<file path="src/rtl/bp_update_scheduler_pkg.sv">
// -----------------------------------------------------------------------------
// bp_update_scheduler_pkg
//   Shared definitions for the branch-predictor update scheduler.
//   - Default PC / depth / counter widths.
//   - Update entry layout: {pc, taken}. The taken flag sits in the LSB and the PC
//     occupies the bits above it. The predictor uses the same layout.
//   - FIFO operation encoding used by bp_update_fifo.
// -----------------------------------------------------------------------------
package bp_update_scheduler_pkg;

    localparam int PC_WIDTH_DEFAULT  = 32;
    localparam int DEPTH_DEFAULT     = 4;
    localparam int CNT_WIDTH_DEFAULT = 32;

    // Position of the taken flag inside an entry; the PC sits directly above it.
    localparam int ENTRY_TAKEN_LSB = 0;

    // Width of one {pc, taken} entry.
    function automatic int entry_width(input int pc_width);
        return pc_width + 1;
    endfunction

    // Combined push/pop request seen by the FIFO in a cycle, encoded as {pop, push}.
    typedef enum logic [1:0] {
        FIFO_IDLE = 2'b00,
        FIFO_PUSH = 2'b01,
        FIFO_POP  = 2'b10,
        FIFO_BOTH = 2'b11
    } fifo_op_e;

endpackage

</file>
<file path="src/rtl/bp_update_fifo.sv">
// -----------------------------------------------------------------------------
// bp_update_fifo
//   Synchronous DEPTH x (PC_WIDTH+1) FIFO holding {pc, taken} update entries.
//   Full and empty are decided from the occupancy counter, not from pointer
//   equality. The pointers wrap modulo DEPTH, so DEPTH must be a power of 2.
// Ports:
//   clk, rst_n            clock, asynchronous active-low reset
//   i_push, i_pc, i_taken write request and data; ignored while full
//   i_pop                 read request; ignored while empty
//   o_head_pc/o_head_taken entry at the head of the FIFO
//   o_occupancy           number of entries held (0..DEPTH)
//   o_valid, o_pc_vec     per-slot valid flag and PC, used for the stale-guess compare
// -----------------------------------------------------------------------------
module bp_update_fifo
    import bp_update_scheduler_pkg::*;
#(
    parameter  int PC_WIDTH = PC_WIDTH_DEFAULT,
    parameter  int DEPTH    = DEPTH_DEFAULT,
    localparam int EW       = entry_width(PC_WIDTH),
    localparam int PTR_W    = $clog2(DEPTH),
    localparam int OCC_W    = PTR_W + 1
) (
    input  logic                           clk,
    input  logic                           rst_n,
    input  logic                           i_push,
    input  logic [PC_WIDTH-1:0]            i_pc,
    input  logic                           i_taken,
    input  logic                           i_pop,
    output logic [PC_WIDTH-1:0]            o_head_pc,
    output logic                           o_head_taken,
    output logic [OCC_W-1:0]               o_occupancy,
    output logic [DEPTH-1:0]               o_valid,
    output logic [DEPTH-1:0][PC_WIDTH-1:0] o_pc_vec
);

    logic [EW-1:0]    r_mem [DEPTH];
    logic [PTR_W-1:0] r_wr_ptr;
    logic [PTR_W-1:0] r_rd_ptr;
    logic [OCC_W-1:0] r_occ;

    logic             w_push;
    logic             w_pop;
    fifo_op_e         w_op;
    logic [EW-1:0]    w_head;

    assign w_push = i_push && (r_occ != OCC_W'(DEPTH));
    assign w_pop  = i_pop  && (r_occ != {OCC_W{1'b0}});
    assign w_op   = fifo_op_e'({w_pop, w_push});

    assign w_head       = r_mem[r_rd_ptr];
    assign o_head_pc    = w_head[EW-1:ENTRY_TAKEN_LSB+1];
    assign o_head_taken = w_head[ENTRY_TAKEN_LSB];
    assign o_occupancy  = r_occ;

    // A slot is live when its distance from the read pointer is below the occupancy.
    for (genvar gi = 0; gi < DEPTH; gi++) begin : g_slot
        logic [PTR_W-1:0] w_off;
        assign w_off          = PTR_W'(gi) - r_rd_ptr;
        assign o_valid[gi]    = ({1'b0, w_off} < r_occ);
        assign o_pc_vec[gi]   = r_mem[gi][EW-1:ENTRY_TAKEN_LSB+1];
    end

    // Storage, pointers and occupancy; a simultaneous push and pop leaves occupancy unchanged.
    always_ff @(posedge clk or negedge rst_n) begin
        if (!rst_n) begin
            for (int i = 0; i < DEPTH; i++) begin
                r_mem[i] <= {EW{1'b0}};
            end
            r_wr_ptr <= {PTR_W{1'b0}};
            r_rd_ptr <= {PTR_W{1'b0}};
            r_occ    <= {OCC_W{1'b0}};
        end else begin
            case (w_op)
                FIFO_PUSH: begin
                    r_mem[r_wr_ptr] <= {i_pc, i_taken};
                    r_wr_ptr        <= r_wr_ptr + PTR_W'(1);
                    r_occ           <= r_occ + OCC_W'(1);
                end
                FIFO_POP: begin
                    r_rd_ptr <= r_rd_ptr + PTR_W'(1);
                    r_occ    <= r_occ - OCC_W'(1);
                end
                FIFO_BOTH: begin
                    r_mem[r_wr_ptr] <= {i_pc, i_taken};
                    r_wr_ptr        <= r_wr_ptr + PTR_W'(1);
                    r_rd_ptr        <= r_rd_ptr + PTR_W'(1);
                end
                default: begin
                    r_occ <= r_occ;
                end
            endcase
        end
    end

endmodule

</file>
<file path="src/rtl/bp_update_scheduler.sv">
// -----------------------------------------------------------------------------
// bp_update_scheduler
//   Buffers resolved branches from execute and issues at most one update per
//   cycle to the branch predictor's check/update port. Non-branch records are
//   accepted and dropped. Issue pauses while hold is high. pending_hit flags a
//   fetch guess whose PC is still queued or is being issued, so fetch knows that
//   prediction may be stale.
// Ports:
//   clk, reset_n                      clock, asynchronous active-low reset
//   in_valid/in_ready                 execute handshake
//   in_pc/in_is_br/in_taken           resolved record
//   hold                              pipeline stall, blocks issue
//   pc_guess/pending_hit              stale-prediction compare (combinational)
//   pc_check/is_br_check/br_taken_check registered predictor update port
//   occupancy                         FIFO fill level
//   issued_count                      updates issued since reset (wraps)
// -----------------------------------------------------------------------------
module bp_update_scheduler
    import bp_update_scheduler_pkg::*;
#(
    parameter  int PC_WIDTH  = PC_WIDTH_DEFAULT,
    parameter  int DEPTH     = DEPTH_DEFAULT,
    parameter  int CNT_WIDTH = CNT_WIDTH_DEFAULT,
    localparam int OCC_W     = $clog2(DEPTH) + 1
) (
    input  logic                 clk,
    input  logic                 reset_n,
    input  logic                 in_valid,
    output logic                 in_ready,
    input  logic [PC_WIDTH-1:0]  in_pc,
    input  logic                 in_is_br,
    input  logic                 in_taken,
    input  logic                 hold,
    input  logic [PC_WIDTH-1:0]  pc_guess,
    output logic                 pending_hit,
    output logic [PC_WIDTH-1:0]  pc_check,
    output logic                 is_br_check,
    output logic                 br_taken_check,
    output logic [OCC_W-1:0]     occupancy,
    output logic [CNT_WIDTH-1:0] issued_count
);

    logic [OCC_W-1:0]               w_occ;
    logic [PC_WIDTH-1:0]            w_head_pc;
    logic                           w_head_taken;
    logic [DEPTH-1:0]               w_valid;
    logic [DEPTH-1:0][PC_WIDTH-1:0] w_pc_vec;
    logic                           w_push;
    logic                           w_pop;
    logic                           w_hit;

    logic [PC_WIDTH-1:0]            r_pc_check;
    logic                           r_is_br_check;
    logic                           r_br_taken_check;
    logic [CNT_WIDTH-1:0]           r_issued_count;

    // Ready comes from registered occupancy only; a pop in the same cycle does not free a slot early.
    assign in_ready = (w_occ != OCC_W'(DEPTH));
    assign w_push   = in_valid && in_ready && in_is_br;
    assign w_pop    = !hold && (w_occ != {OCC_W{1'b0}});

    bp_update_fifo #(
        .PC_WIDTH (PC_WIDTH),
        .DEPTH    (DEPTH)
    ) u_fifo (
        .clk          (clk),
        .rst_n        (reset_n),
        .i_push       (w_push),
        .i_pc         (in_pc),
        .i_taken      (in_taken),
        .i_pop        (w_pop),
        .o_head_pc    (w_head_pc),
        .o_head_taken (w_head_taken),
        .o_occupancy  (w_occ),
        .o_valid      (w_valid),
        .o_pc_vec     (w_pc_vec)
    );

    // Issue register: the strobe lasts one cycle per pop, and the PC and direction hold between pops.
    always_ff @(posedge clk or negedge reset_n) begin
        if (!reset_n) begin
            r_pc_check       <= {PC_WIDTH{1'b0}};
            r_is_br_check    <= 1'b0;
            r_br_taken_check <= 1'b0;
            r_issued_count   <= {CNT_WIDTH{1'b0}};
        end else if (w_pop) begin
            r_pc_check       <= w_head_pc;
            r_is_br_check    <= 1'b1;
            r_br_taken_check <= w_head_taken;
            r_issued_count   <= r_issued_count + CNT_WIDTH'(1);
        end else begin
            r_pc_check       <= r_pc_check;
            r_is_br_check    <= 1'b0;
            r_br_taken_check <= r_br_taken_check;
            r_issued_count   <= r_issued_count;
        end
    end

    // Stale-guess compare across live FIFO slots and the entry currently on the port.
    always_comb begin
        w_hit = r_is_br_check && (pc_guess == r_pc_check);
        for (int i = 0; i < DEPTH; i++) begin
            if (w_valid[i] && (w_pc_vec[i] == pc_guess)) begin
                w_hit = 1'b1;
            end else begin
                w_hit = w_hit;
            end
        end
    end

    assign pending_hit    = w_hit;
    assign pc_check       = r_pc_check;
    assign is_br_check    = r_is_br_check;
    assign br_taken_check = r_br_taken_check;
    assign occupancy      = w_occ;
    assign issued_count   = r_issued_count;

endmodule

</file>
<file path="config.mk">
export PLATFORM = sky130hd
export DESIGN_NAME = bp_update_scheduler
export DESIGN_NICKNAME = d
export VERILOG_FILES = /design/src/rtl/bp_update_scheduler_pkg.sv /design/src/rtl/bp_update_fifo.sv /design/src/rtl/bp_update_scheduler.sv
export SDC_FILE = /design/constraint.sdc
export NUM_CORES = 1
export LEC_CHECK = 0
export CORE_MARGIN = 3
export CORE_UTILIZATION = 43
export CTS_CLUSTER_DIAMETER = 150
export DETAILED_ROUTE_END_ITERATION = 6
export PLACE_DENSITY_LB_ADDON = 0.25
export SKIP_LAST_GASP = 1
export SLEW_MARGIN = 30
export SYNTH_ARGS = -nofsm -noshare
export SYNTH_HDL_FRONTEND = slang
export SYNTH_SLANG_ARGS = --single-unit
</file>
<file path="constraint.sdc">
create_clock -name clk -period 5.25 [get_ports clk]
set_input_delay 1.575 -clock clk [delete_from_list [all_inputs] [get_ports clk]]
set_output_delay 1.575 -clock clk [all_outputs]
set_load 0.05 [all_outputs]
</file>
==> results.sh, run 1 <==
export IMPL_cts_sinks=205
export IMPL_endpoint="pending_hit"
export IMPL_status="finished, final reports clean"
export IMPL_cp_required_ps=3680
export IMPL_use_met3_pct=4.161
export IMPL_die_x_um=163.8
export IMPL_min_period_ps=5211
export IMPL_synth_area_leaders="dfrtp_1, mux2_2, xor2_1, mux4_2, xnor2_1"
export IMPL_synth_top_area_cell="dfrtp_1"
export IMPL_hold_path_class="reg2reg"
export IMPL_cap_violations=0
export IMPL_drc_errors=0
export IMPL_arrival_ps=3640
export IMPL_synth_top_area_share_pct=47.91
export IMPL_synth_cell_types=33
export IMPL_synth_nets=902
export IMPL_r2r_cells=6
export IMPL_worst_pin_slew_ps=799.5
export IMPL_io_buffers=140
export IMPL_fin_area_mm2=0.01361
export IMPL_clock_skew_ps=9.802
export IMPL_die_h_um=163.8
export IMPL_cp_end_kind="output port"
export IMPL_place_inst=1282
export IMPL_crit_path_max_fanout=4
export IMPL_worst_skew_pair_late_latency_ps=510
export IMPL_vias_per_cell=5.400
export IMPL_num_vias=7155
export IMPL_synth_area_per_cell_um2=13.06
export IMPL_io_pins=141
export IMPL_cellLeakagePower_nw=5.830
export IMPL_dieArea_mm2=0.02683
export IMPL_hpwl_um=21550
export IMPL_crit_top_cell="nor4_1"
export IMPL_startpoint="pc_guess[1]"
export IMPL_path_class="in2out"
export IMPL_antenna_found_initial=0
export IMPL_core_area_mm2=0.02439
export IMPL_yosysSeqAreaShare_pct=47.91
export IMPL_cts_hold_buffers=0
export IMPL_power_density_mw_per_mm2=621.9
export IMPL_layout_commonest_cell="dfrtp_1"
export IMPL_overflow=0
export IMPL_synthCells=820
export IMPL_vdd_drop_max_v=0.0003649
export IMPL_fmax_mhz=191.9
export IMPL_post_dp_cell_area_mm2=0.01273
export IMPL_slowest_stage="clkdlybuf4s50_1"
export IMPL_cts_htree_levels=1
export IMPL_grt_pass1_vias=7267
export IMPL_maxSlewHeadroom_pct=46.57
export IMPL_timing_rr_start="u_fifo.o_occupancy[2]"
export IMPL_drv_slew=0
export IMPL_grtUsageMet2_pct=35.09
export IMPL_slowest_delay_ps=600
export IMPL_wirelength_um=29560
export IMPL_grt_max_degree=91
export IMPL_setup_viol=0
export IMPL_finalNonFillerCells=1325
export IMPL_grt_pass1_wl_um=44720
export IMPL_path_clk_slew_ps=60
export IMPL_drive_above_1_share_pct=31.57
export IMPL_cts_buffer_depth=3
export IMPL_rows=57
export IMPL_rsz0062_at_grt="no"
export IMPL_gp_congestion=0.9652
export IMPL_grt_busiest_layer="met2"
export IMPL_layout_nets=1066
export IMPL_cts_tree="built"
export IMPL_cts_setup_buffers=0
export IMPL_layout_common_cells="dfrtp_1, mux2_2, clkdlybuf4s50_1"
export IMPL_areaGrowthSynthToFinish_pct=27.14
export IMPL_grt_util_all_layers_pct=22.12
export IMPL_synth_warnings=0
export IMPL_hold_viol_final=0
export IMPL_antenna_cells=0
export IMPL_routedWlPerCell_um=22.31
export IMPL_timing_rr_end="issued_count[20]"
export IMPL_ys_ff_latch=205
export IMPL_reg2reg_slack_ps=2650
export IMPL_crit_path_cell_trace="clkdlybuf4s50_1, xor2_1, nor4_1, buf_4, nand4_1, nor4_1, nor3_1, nand3_2, buf_12"
export IMPL_grt_util_met1_pct=31.15
export IMPL_detail_route_antenna_nets=0
export IMPL_cts_root_buffer="clkbuf_16"
export IMPL_drt_first_pass_iters=4
export IMPL_critPathLaunchType="primary input"
export IMPL_drt_iter0_drc=470
export IMPL_period_share_pct=99.25
export IMPL_cts_made_buffers=24
export IMPL_synth_area_mm2=0.01071
export IMPL_start_util_pct=43.90
==> power breakdown <==
part	internal [W]	switching (W)	leakage, nW
combinational	0.00188	0.00192	2.92
sequential	0.00229	0.000725	2.52
clock	0.00100	0.000652	0.389
total	0.00517	0.00329	5.83
==> final cells by class <==
cell class,instances,area [um2]
clock buffer,38,734.5
fill,2076,10780
tap,324,405.4
multi-input combinational,545,5363
sequential,205,5131
clock inverter,5,53.80
timing repair buffer,197,1886
inverter,11,41.29
==> cell usage after synthesis (all sizes together) <==
library cell    n
buf            26
or3             1
and4            2
xor2          115
or4             1
nor4           29
nand2b          1
mux4           33
nand3          11
inv            11
o21ai           3
and3            5
ha             11
nand2          23
fa              1
and2            2
nor2           15
nand4          27
clkbuf         33
o2111ai         1
xnor2          83
o211ai          3
mux2          166
dfrtp         205
a21oi           4
nor3            8
==> state kept, by name (all words and copies together), names as in the netlist <==
name	flops
br_taken_check	1
u_fifo.o_occupancy	3
u_fifo.r_wr_ptr	2
u_fifo.r_mem	4
u_fifo.r_rd_ptr	2
issued_count	32
is_br_check	1
u_fifo.o_pc_vec	128
pc_check	32
==> critical path: cells and delay by family <==
family | cells | cell delay (ps)
XOR/XNOR | 1 | 420
buffers and inverters | 3 | 940
AND/OR/NAND/NOR | 5 | 690
==> what timing repair did <==
item                                   CTS  global route
setup endpoints to repair                1             1
endpoints found under the hold margin    0             0
resized for setup                        3            15
pin swaps                                1             6
==> per-stage QoR <==
step                hold slack [ps]  worst slack, ps  power [W]  setup TNS, ps  util (%)
finish                        484.7            39.42   0.008467              0     55.82
CTS                           489.3           0.6217   0.008489              0     55.52
floorplan                     473.9            335.9   0.005430              0         -
detailed placement            480.2           -82.67   0.006797         -82.67     52.21
global placement              475.8           -80.65   0.006735         -80.65     52.20
global route                  500.6            3.715   0.008884              0     55.82
==> cells by family after synthesis <==
| group | Yosys count | share of synthesized area (%) |
|---|---|---|
| adders and majority gates | 12 | 1.472 |
| xor gates and xnor gates | 198 | 16.27 |
| buffers and inverters | 70 | 2.793 |
| AOI/OAI and AO/OA | 11 | 0.6193 |
| and+or+nand+nor | 125 | 6.544 |
| muxes | 199 | 24.40 |
| DFF | 205 | 47.91 |
==> how the worst min path moves through the flow <==
stage	cells past startpoint	from	end	slack, ps
2_1_floorplan	1	u_fifo.r_mem[33]	u_fifo.r_mem[33]	470
3_3_place_gp	1	issued_count[15]	issued_count[15]	480
3_5_place_dp	1	issued_count[25]	issued_count[25]	480
4_1_cts	1	issued_count[15]	issued_count[15]	490
5_1_grt	1	issued_count[15]	issued_count[15]	500
6_report	1	issued_count[15]	issued_count[15]	480
==> per-layer routing <==
layer / wire length [um] / part of all wire, %
met1: 13190 / 45
met2: 13730 / 46
met3: 1730 / 5.9
met4: 915 / 3.1
met5: 0 / 0
(Power assumes the default switching activity.)
==> inputs of run 2 (changes only) <==
- TNS_END_PERCENT: unset -> 100
==> results of run 2 <==
No change in the layout: final DEF, timing and power equal those of run 1.
